--- src/rtl/psum_accumulator.sv ---
// Accumulates a programmable number of 8-bit partial sums (signed or unsigned) into a
// wide register and presents the finished reduction on a valid/ready output.
module psum_accumulator #(
   parameter int ACC_W = 24,
   parameter int LEN_W = 8
) (
   input  logic             clk,
   input  logic             rst,
   input  logic             start,
   input  logic [LEN_W-1:0] cfg_len,
   input  logic             cfg_signed,
   input  logic [7:0]       psum_in,
   input  logic             psum_valid,
   output logic             psum_ready,
   output logic [ACC_W-1:0] acc_out,
   output logic             out_valid,
   input  logic             out_ready,
   output logic             busy,
   output logic             overflow
);

   typedef enum logic [1:0] {IDLE, ACCUM, DONE} state_t;

   state_t           state_q, state_d;
   logic [LEN_W-1:0] len_q, len_d;
   logic [LEN_W-1:0] count_q, count_d;
   logic             signed_q, signed_d;
   logic [ACC_W-1:0] acc_q, acc_d;
   logic [ACC_W-1:0] acc_out_q, acc_out_d;
   logic             overflow_q, overflow_d;

   logic [ACC_W-1:0] ext;
   logic [ACC_W:0]   sum_full;
   logic [ACC_W-1:0] sum;
   logic             add_ovf;

   assign ext      = signed_q ? {{(ACC_W-8){psum_in[7]}}, psum_in}
                              : {{(ACC_W-8){1'b0}}, psum_in};
   assign sum_full = {1'b0, acc_q} + {1'b0, ext};
   assign sum      = sum_full[ACC_W-1:0];

   // Signed wrap: both operands share a sign the result lost; unsigned wrap: carry out.
   assign add_ovf  = signed_q ? ((acc_q[ACC_W-1] == ext[ACC_W-1]) && (sum[ACC_W-1] != acc_q[ACC_W-1]))
                              : sum_full[ACC_W];

   always_comb begin
      state_d    = state_q;
      len_d      = len_q;
      count_d    = count_q;
      signed_d   = signed_q;
      acc_d      = acc_q;
      acc_out_d  = acc_out_q;
      overflow_d = overflow_q;

      unique case (state_q)
         IDLE: begin
            if (start) begin
               len_d      = cfg_len;
               signed_d   = cfg_signed;
               acc_d      = '0;
               count_d    = '0;
               overflow_d = 1'b0;
               state_d    = ACCUM;
            end
         end
         ACCUM: begin
            if (psum_valid) begin
               acc_d      = sum;
               count_d    = count_q + LEN_W'(1);
               overflow_d = overflow_q | add_ovf;
               // Compare before increment so a full-range length never sees a wrapped count.
               if (count_q == len_q) begin
                  acc_out_d = sum;
                  state_d   = DONE;
               end
            end
         end
         DONE: begin
            if (out_ready) begin
               if (start) begin
                  len_d      = cfg_len;
                  signed_d   = cfg_signed;
                  acc_d      = '0;
                  count_d    = '0;
                  overflow_d = 1'b0;
                  state_d    = ACCUM;
               end else begin
                  state_d = IDLE;
               end
            end
         end
         default: state_d = IDLE;
      endcase
   end

   always_ff @(posedge clk or posedge rst) begin
      if (rst) begin
         state_q    <= IDLE;
         len_q      <= '0;
         count_q    <= '0;
         signed_q   <= 1'b0;
         acc_q      <= '0;
         acc_out_q  <= '0;
         overflow_q <= 1'b0;
      end else begin
         state_q    <= state_d;
         len_q      <= len_d;
         count_q    <= count_d;
         signed_q   <= signed_d;
         acc_q      <= acc_d;
         acc_out_q  <= acc_out_d;
         overflow_q <= overflow_d;
      end
   end

   assign psum_ready = (state_q == ACCUM);
   assign out_valid  = (state_q == DONE);
   assign busy       = (state_q != IDLE);
   assign acc_out    = acc_out_q;
   assign overflow   = overflow_q;

endmodule

--- config.mk ---
export PLATFORM = sky130hd
export DESIGN_NAME = psum_accumulator
export DESIGN_NICKNAME = d
export VERILOG_FILES = /design/src/rtl/psum_accumulator.sv
export SDC_FILE = /design/constraint.sdc
export NUM_CORES = 1
export LEC_CHECK = 0
export CELL_PAD_IN_SITES_DETAIL_PLACEMENT = 1
export CELL_PAD_IN_SITES_GLOBAL_PLACEMENT = 1
export CORE_UTILIZATION = 43
export CTS_CLUSTER_SIZE = 30
export DETAILED_ROUTE_END_ITERATION = 8
export PLACE_DENSITY_LB_ADDON = 0.2
export SLEW_MARGIN = 40
export SYNTH_ARGS = -nofsm -noshare
export SYNTH_HDL_FRONTEND = slang
export SYNTH_SLANG_ARGS = --single-unit
--- constraint.sdc ---
create_clock -name clk -period 3.5 [get_ports clk]
set_input_delay 0.525 -clock clk [delete_from_list [all_inputs] [get_ports clk]]
set_output_delay 0.525 -clock clk [all_outputs]
set_load 0.02 [all_outputs]
# Word-level counts from Yosys, hierarchy flattened
# Cells that the tools add are included.
dict set report totals {
  reg_bits 68
  in_bits 22
  out_inout_bits 28
  word_cells 54
}
dict set report classes {
  add_sub_neg 2
  n_eq_ne 9
  n_mux 26
  bitwise 1
  n_reduce_logical 9
}
# operator n
set op_table {}
lappend op_table {{$mux 24} 4}
lappend op_table {{$pmux 24 s3} 1}
lappend op_table {{$mux 8} 5}
lappend op_table {{$add 24x24->25} 1}
lappend op_table {{$pmux 8 s3} 1}
lappend op_table {{$pmux 8 s2} 1}
lappend op_table {{$add 8x1->8 const B} 1}
lappend op_table {{$eq 8x8->1} 1}
lappend op_table {{$mux 2} 4}
lappend op_table {{$mux 1} 7}
lappend op_table {{$pmux 2 s3} 1}
lappend op_table {{$reduce_and 3->1} 2}
lappend op_table {{$ne 2x1->1 const B} 2}
lappend op_table {{$ne 2x2->1 const B} 2}
lappend op_table {{$reduce_and 4->1} 1}
lappend op_table {{$reduce_bool 2->1} 2}
lappend op_table {{$pmux 1 s3} 1}
lappend op_table {{$reduce_bool 3->1} 1}
lappend op_table {{$eq 2x1->1 const B} 1}
lappend op_table {{$eq 2x2->1 const B} 1}
lappend op_table {{$logic_not 2->1} 1}
lappend op_table {{$pmux 1 s2} 1}
lappend op_table {{$reduce_and 2->1} 1}
lappend op_table {{$eq 1x1->1} 1}
lappend op_table {{other kinds (3)} 3}

# Longest topological paths before layout
# Gate-level depths: netlist of the first run.
dict set report depth {
  ltp_word 8
  mapped_depth 10
  ltp_nobuf 10
}

# Worst setup path after synthesis of the first run
# Ideal clock, no wire load.
dict set report synth_timing {
  path_kind {input-to-reg}
  startpoint {input psum_in[0]}
  endpoint {register acc_q[20]}
  setup_ns 0.082
  t_arrival_ns 2.588
  required_ns 3.418
  path_slack_ns 0.830
  cell_stages 10
  cell_sequence {ha_1 > inv_1 > fa_1 > nor2b_1 > o2111ai_1 > a31oi_1 > nor4_1 > a32o_1 > or2_2 > a31oi_1}
}
dict set report synth_via {
  elab_chain_len 4
}
# element line_no
set synth_rtl {}
lappend synth_rtl {{start: declaration} 12} ;# input logic [7:0] psum_in,
lappend synth_rtl {{$mux 24} 37} ;# assign ext = signed_q ? {{(ACC_W-8){psum_in[7]}}, psum_in}
lappend synth_rtl {{$add 24x24->25} 39} ;# assign sum_full = {1'b0, acc_q} + {1'b0, ext};
lappend synth_rtl {{$mux 24} 67} ;# if (psum_valid) begin
lappend synth_rtl {{$pmux 24 s3} 55} ;# unique case (state_q)
lappend synth_rtl {{end signal: assignment} 102} ;# acc_q <= '0;
lappend synth_rtl {{end signal: assignment} 110} ;# acc_q <= acc_d;
lappend synth_rtl {{end: declaration} 28} ;# logic [ACC_W-1:0] acc_q, acc_d;
# Every way passes these cells. The select of a mux whose other input is x is not followed.
# A chain may end at the register's enable or synchronous reset.

# Worst setup path in the final report of the first run
dict set report layout_timing {
  startpoint {input psum_in[0]}
  endpoint {register overflow_q, in the netlist overflow}
}
dict set report layout_via {
  elab_chain_len 8
}
# element line_no
set layout_rtl {}
lappend layout_rtl {{$mux 24 *} 37}
lappend layout_rtl {{$add 24x24->25 *} 39}
lappend layout_rtl {{$ne 1x1->1} 43} ;# assign add_ovf = signed_q ? ((acc_q[ACC_W-1] == ext[ACC_W-1]) && (sum[ACC_W-1] != acc_q[ACC_W-1]))
lappend layout_rtl {{$logic_and 1x1->1} 43}
lappend layout_rtl {{$mux 1 *} 43}
lappend layout_rtl {{$or 1x1->1 *} 70} ;# overflow_d = overflow_q | add_ovf;
lappend layout_rtl {{$mux 1 *} 67}
lappend layout_rtl {{$pmux 1 s3 *} 55}
lappend layout_rtl {{end signal: assignment} 112} ;# overflow_q <= overflow_d;
lappend layout_rtl {{end: declaration} 30} ;# logic overflow_q, overflow_d;
# Mark *: on every way between the ends. The rest lies on a longest branch, timed or not. The select of a mux whose other input is x is not followed.

==> results.json, run 1 <==
{
  "clkPwrFrac_pct": 17.2,
  "grt_usage_pct": 23.69,
  "slowest_stage": "clkdlybuf4s50_1",
  "seqCellArea_um2": 1702,
  "synth-edff-count": 0,
  "setup_viol": 0,
  "layout_setup_ws_ns": 0.5790,
  "worstSetupPathType": "primary input to register",
  "worst_setup_path_start_kind": "primary input",
  "wirelength_um": 10250,
  "area_growth_pct": 22.59,
  "cts_sinks": 68,
  "max_freq_mhz": 342.3,
  "clk_latency_ns": 0.35,
  "grt_max_degree": 34,
  "ir_drop_mv": 0.3562,
  "cts_tree": "done",
  "grt_pass1_vias": 3230,
  "syn_area_um2": 3844,
  "crit_fanout": 7,
  "ant_nets": 0,
  "fp.dieH_um": 96.55,
  "antenna_cells": 0,
  "ys_seq_elements": 68,
  "min_period_over_period_pct": 83.46,
  "cp.arrival_ns": 3.19,
  "drt_iter0_drc": 166,
  "routed_via_density": 5.670,
  "firstDrtPassIters": 4,
  "outcome": "complete, no violations",
  "postSynthAreaPerCell_um2": 9.682,
  "finalClockSkew_ns": 0.009875,
  "critPathTopFamily": "compound AO/OA/AOI/OAI gates",
  "grt_overflow_total": 0,
  "p_comb_share_pct": 48.6,
  "required_ns": 3.77,
  "maxCapViolations": 0,
  "clk_pin_slew_ns": 0.08,
  "syn_inst": 397,
  "p_switching_mw": 1.703,
  "clock_tree.buffer_depth": 2,
  "die_x_um": 96.55,
  "place_congestion": 0.8416,
  "multi_input_area_um2": 2014,
  "final_cells": 564,
  "rows": 34,
  "dpl.hpwl_um": 7435,
  "post-synth-top-area-fraction_pct": 44.27,
  "maxSlewViolCount": 0,
  "fin_crit_ns": 2.921,
  "synth_top_area_cell": "dfrtp_1",
  "synth_flop_cell": "dfrtp_1",
  "power.leakage_nw": 2.030,
  "synth_nets": 431,
  "cts.hold.buffers_added": 0,
  "final_nets": 485,
  "setup_tns_ns": 0,
  "wl_per_cell_um": 18.16,
  "place_ws_ns": 0.2088,
  "io_pins": 50,
  "slew_headroom_pct": 57.64,
  "start_util_pct": 44.29,
  "cpPeakStageDelay_ns": 0.46,
  "crit_path_cell_trace": "clkdlybuf4s50_1 -> ha_1 -> inv_1 -> fa_1 -> nor2b_1 -> o2111ai_1 -> a31oi_1 -> buf_4 -> o211ai_1 -> a221oi_1 -> o21ai_0 -> a21oi_1",
  "crit_path_end_kind": "register",
  "critPathBufInv": 3,
  "core_um2": 8678,
  "fill_cells": 984,
  "holdCritPathClass": "register to register",
  "cts_max_level": 3,
  "numCtsBuffers": 9,
  "antenna_found_initial": 0,
  "yosys_warnings": 0,
  "dieArea_um2": 9321,
  "dp_cells": 548,
  "cts_root_buf": "clkbuf_8",
  "yosys-top-cells-count": "dfrtp_1, nand2_1, o21ai_0, nor2_1, xnor2_1",
  "yosysMostFrequentCell": "dfrtp_1",
  "p_seq_share_pct": 34.2,
  "drive_gt1_share_pct": 14.25,
  "yosysSeqAreaShare_pct": 44.27,
  "synth.area.top_cells": "dfrtp_1, xnor2_1, mux2_2",
  "powerDensity_nw_per_um2": 857.2,
  "finalPower_mw": 4.039,
  "vias": 3198,
  "drc": 0,
  "cts_resized": 0,
  "async_flop_share_pct": 100.0,
  "hold_viol": 0,
  "grt_pass1_wl_um": 16440,
  "switching_share_pct": 42.15,
  "final_util_pct": 54.30,
  "synth_cell_types": 56,
  "rsz0062_at_grt": "false",
  "portBuffers": 49,
  "postCtsSetupBuffers": 0,
  "tightestPinTransition_ns": 0.6347,
  "p_int_mw": 2.337
}
==> kinds of logic after synthesis <==
kind of cell | synth area share, %
compound gates | 17.51
xor+xnor | 7.975
fa+ha+maj | 4.102
buf+inv | 3.515
flops | 44.27
mux | 6.445
simple gates | 16.18
==> layout by cell type, fill, tap and decap left out, types with 4 or more instances in the layout <==
cell type / netlist / final
nor2_1: 32 / 32
or2_2: 5 / 5
a22o_1: 11 / 11
or3_1: 9 / 9
nand3_1: 7 / 7
o21ai_0: 33 / 33
clkdlybuf4s50_1: 0 / 49
xor2_1: 10 / 10
nor4_1: 6 / 6
inv_1: 15 / 14
a21o_1: 5 / 5
dfrtp_1: 68 / 68
nand4_1: 7 / 7
buf_4: 0 / 11
nand2_1: 39 / 38
clkbuf_8: 0 / 9
mux2_2: 18 / 18
xnor2_1: 25 / 25
and3_1: 4 / 4
a31oi_1: 4 / 4
a21oi_1: 11 / 11
ha_1: 11 / 11
==> final timing paths <==
check / from / to / slack (ns) / cells past startpoint
worst max register to register: acc_q[0]$_DFFE_PP0P_ / overflow$_DFFE_PP0P_ / 0.83 / 11
worst max-delay path: psum_in[0] / overflow$_DFFE_PP0P_ / 0.58 / 12
min in group asynchronous: rst / count_q[0]$_DFFE_PP0P_ / 0.56 / 2
max in group asynchronous: rst / acc_out[1]$_DFFE_PP0P_ / 2.31 / 3
worst min-delay path: acc_out[12]$_DFFE_PP0P_ / acc_out[12]$_DFFE_PP0P_ / 0.48 / 2
worst min register to register: acc_out[12]$_DFFE_PP0P_ / acc_out[12]$_DFFE_PP0P_ / 0.48 / 2
==> power by group through the flow <==
stage          logic (mW)  clock network, mW  registers (mW)
2_1_floorplan        1.32                  0            1.38
3_3_place_gp         1.90                  0            1.37
3_5_place_dp         1.95                  0            1.39
4_1_cts              1.97              0.718            1.38
5_1_grt              2.16              0.740            1.43
6_report             1.96              0.695            1.38
==> sequential cells by signal, indices dropped and copies added (netlist names) <==
signal,count
acc_out,24
acc_q,24
count_q,8
len_q,8
state_q,2
overflow,1
signed_q,1
==> per-stage QoR <==
step / area [um^2] / hold slack, ns
after floorplan: 3844 / 0.4538
after global placement: 4502 / 0.4575
after detailed placement: 4502 / 0.4732
after CTS: 4708 / 0.4921
after global routing: 4712 / 0.5197
final: 4712 / 0.4841
==> final cells by class <==
cell class / count / share of cell area (%)
clock inverter: 7 / 1.753
inverter: 16 / 1.301
multi-input combinational: 295 / 42.75
tap: 108 / 2.868
clock buffer: 9 / 2.629
sequential: 68 / 36.11
timing repair buffer: 61 / 12.59
==> routing by layer <==
metal | global-route usage (%) | share of wire, % | wire [um] | vias to the layer above
li1 | - | - | - | 1520
met1 | 31.79 | 47 | 4795 | 1612
met2 | 39.26 | 49 | 5061 | 55
met3 | 4.069 | 2.4 | 247 | 11
met4 | 6.618 | 1.4 | 141 | 0
met5 | 0 | 0 | 0 | -
==> tightest hold or removal path, delay by kind of cell (launching register included) <==
family           cells  cell delay, ns
flip-flops           1            0.35
AND/OR/NAND/NOR      1            0.05
AO/OA/AOI/OAI        1            0.06
(Power assumes the default switching activity.)
==> run 2: changes to the inputs <==
clock period = 2.89 ns   (was 3.5 ns; I/O delays follow)
==> results.json, run 2 (same netlist as run 1, synthesis figures left out) <==
{
  "ir_drop_mv": 0.4633,
  "fill_cells": 989,
  "crit_path_end_kind": "register",
  "min_period_over_period_pct": 93.67,
  "cts.hold.buffers_added": 0,
  "required_ns": 3.12,
  "fin_crit_ns": 2.707,
  "ff2ff_setup_slack_ns": 0.30,
  "wl_per_cell_um": 18.10,
  "dpl.hpwl_um": 7634,
  "fp.dieH_um": 96.55,
  "critPathTopFamily": "compound AO/OA/AOI/OAI gates",
  "p_comb_share_pct": 50.8,
  "seqCellArea_um2": 1702,
  "drc": 0,
  "start_util_pct": 44.29,
  "worstSetupPathType": "primary input to register",
  "antenna_found_initial": 0,
  "cts_sinks": 68,
  "vias": 3294,
  "busiest_layer": "met2",
  "place_congestion": 0.8549,
  "drive_gt1_share_pct": 17.93,
  "layout_setup_ws_ns": 0.1830,
  "r2r_end": "acc_out[19]$_DFFE_PP0P_",
  "maxSlewViolCount": 0,
  "maxCapViolations": 0,
  "hold_viol": 0,
  "ant_nets": 0,
  "p_int_mw": 2.966,
  "p_switching_mw": 2.101,
  "cpPeakStageDelay_ns": 0.41,
  "setup_viol": 0,
  "final_nets": 503,
  "grt_usage_pct": 24.67,
  "rsz0062_at_grt": "false",
  "drt_iter0_drc": 148,
  "final_common_cell": "dfrtp_1",
  "slowest_stage": "clkdlybuf4s50_1",
  "area_growth_pct": 26.63,
  "rr_startpoint": "acc_q[4]$_DFFE_PP0P_",
  "core_um2": 8678,
  "grt_max_degree": 46,
  "outcome": "complete, no violations",
  "critPathBufInv": 1,
  "cp.arrival_ns": 2.93,
  "clock_tree.buffer_depth": 2,
  "worst_setup_path_start_kind": "primary input",
  "p_seq_share_pct": 33.1,
  "dieArea_um2": 9321,
  "grt_pass1_wl_um": 17200,
  "finalPower_mw": 5.067,
  "cts_tree": "done",
  "rows": 34,
  "slew_headroom_pct": 52.11,
  "place_ws_ns": -0.2272,
  "numCtsBuffers": 9,
  "max_freq_mhz": 369.4,
  "grt_overflow_total": 0,
  "grt_use_met1_pct": 33.00,
  "wirelength_um": 10540,
  "firstDrtPassIters": 4,
  "cts_max_level": 3,
  "clk_latency_ns": 0.36,
  "switching_share_pct": 41.47,
  "crit_path_cell_trace": "clkdlybuf4s50_1 -> ha_1 -> o211ai_1 -> o211a_1 -> o21ai_0 -> o311a_1 -> a41oi_1 -> xnor2_1 -> o21ai_1",
  "powerDensity_nw_per_um2": 1041,
  "cts_root_buf": "clkbuf_8",
  "mostFrequentLayoutCells": "dfrtp_1, clkdlybuf4s50_1, nand2_1, nor2_1, o21ai_0",
  "io_pins": 50,
  "antenna_cells": 0,
  "grt_util_met2_pct": 40.90,
  "holdCritPathClass": "primary input to async pin",
  "finalClockSkew_ns": 0.01459,
  "rr_worst_depth": 8,
  "dp_cells": 566,
  "final_cells": 582,
  "clk_pin_slew_ns": 0.08,
  "grt_util_met3_pct": 4.538,
  "multi_input_area_um2": 2041,
  "portBuffers": 49,
  "die_x_um": 96.55,
  "clkPwrFrac_pct": 16.1,
  "crit_fanout": 4,
  "power.leakage_nw": 2.128,
  "routed_via_density": 5.660,
  "grt_pass1_vias": 3376,
  "tightestPinTransition_ns": 0.7167
}
run 2: layout make-up:
| type | count | share of cell area, % |
|---|---|---|
| Sequential cell | 68 | 34.96 |
| Inverter | 16 | 1.234 |
| Clock inverter | 6 | 1.311 |
| Timing Repair Buffer | 79 | 14.96 |
| Clock buffer | 10 | 2.828 |
| Multi-Input combinational cell | 295 | 41.93 |
| Tap cell | 108 | 2.776 |
run 2: worst max path at each step:
| stage | start | endpoint | depth (start not counted) |
|---|---|---|---|
| after floorplan | psum_in[0] | acc_q[20]$_DFFE_PP0P_ | 10 |
| after global placement | psum_in[0] | overflow$_DFFE_PP0P_ | 12 |
| after detailed placement | psum_in[0] | acc_out[8]$_DFFE_PP0P_ | 12 |
| after CTS | psum_in[0] | acc_out[8]$_DFFE_PP0P_ | 12 |
| after global routing | psum_in[0] | acc_out[8]$_DFFE_PP0P_ | 12 |
| final | psum_in[4] | acc_out[19]$_DFFE_PP0P_ | 9 |
run 2: routing by layer:
layer  vias up  wire length (um)
li1       1559                 -
met1      1664              4892
met2        58              5145
met3        13               352
met4         0               146
met5         -                 0
run 2: power groups by stage:
stage	clock network, mW	logic, mW	registers (mW)
final	0.814	2.57	1.68
after global routing	0.867	2.84	1.73
after floorplan	0	1.60	1.68
after detailed placement	0	2.49	1.69
after global placement	0	2.41	1.66
after CTS	0.833	2.53	1.68
run 2: timing repair:
item                                    CTS  global route
endpoints found under the setup margin    0            13
buffers inserted                          0             0
gates resized for setup                   0             6
run 2: metrics by stage:
step           setup TNS (ns)  util, %  hold slack (ns)  area (um^2)
2_1_floorplan               0        -           0.4538         3844
3_3_place_gp           -1.313    53.43           0.4573         4637
3_5_place_dp           -3.154    53.43           0.4763         4637
4_1_cts                     0    55.75           0.4668         4838
5_1_grt                     0    56.08           0.4987         4867
6_report                    0    56.08           0.4450         4867
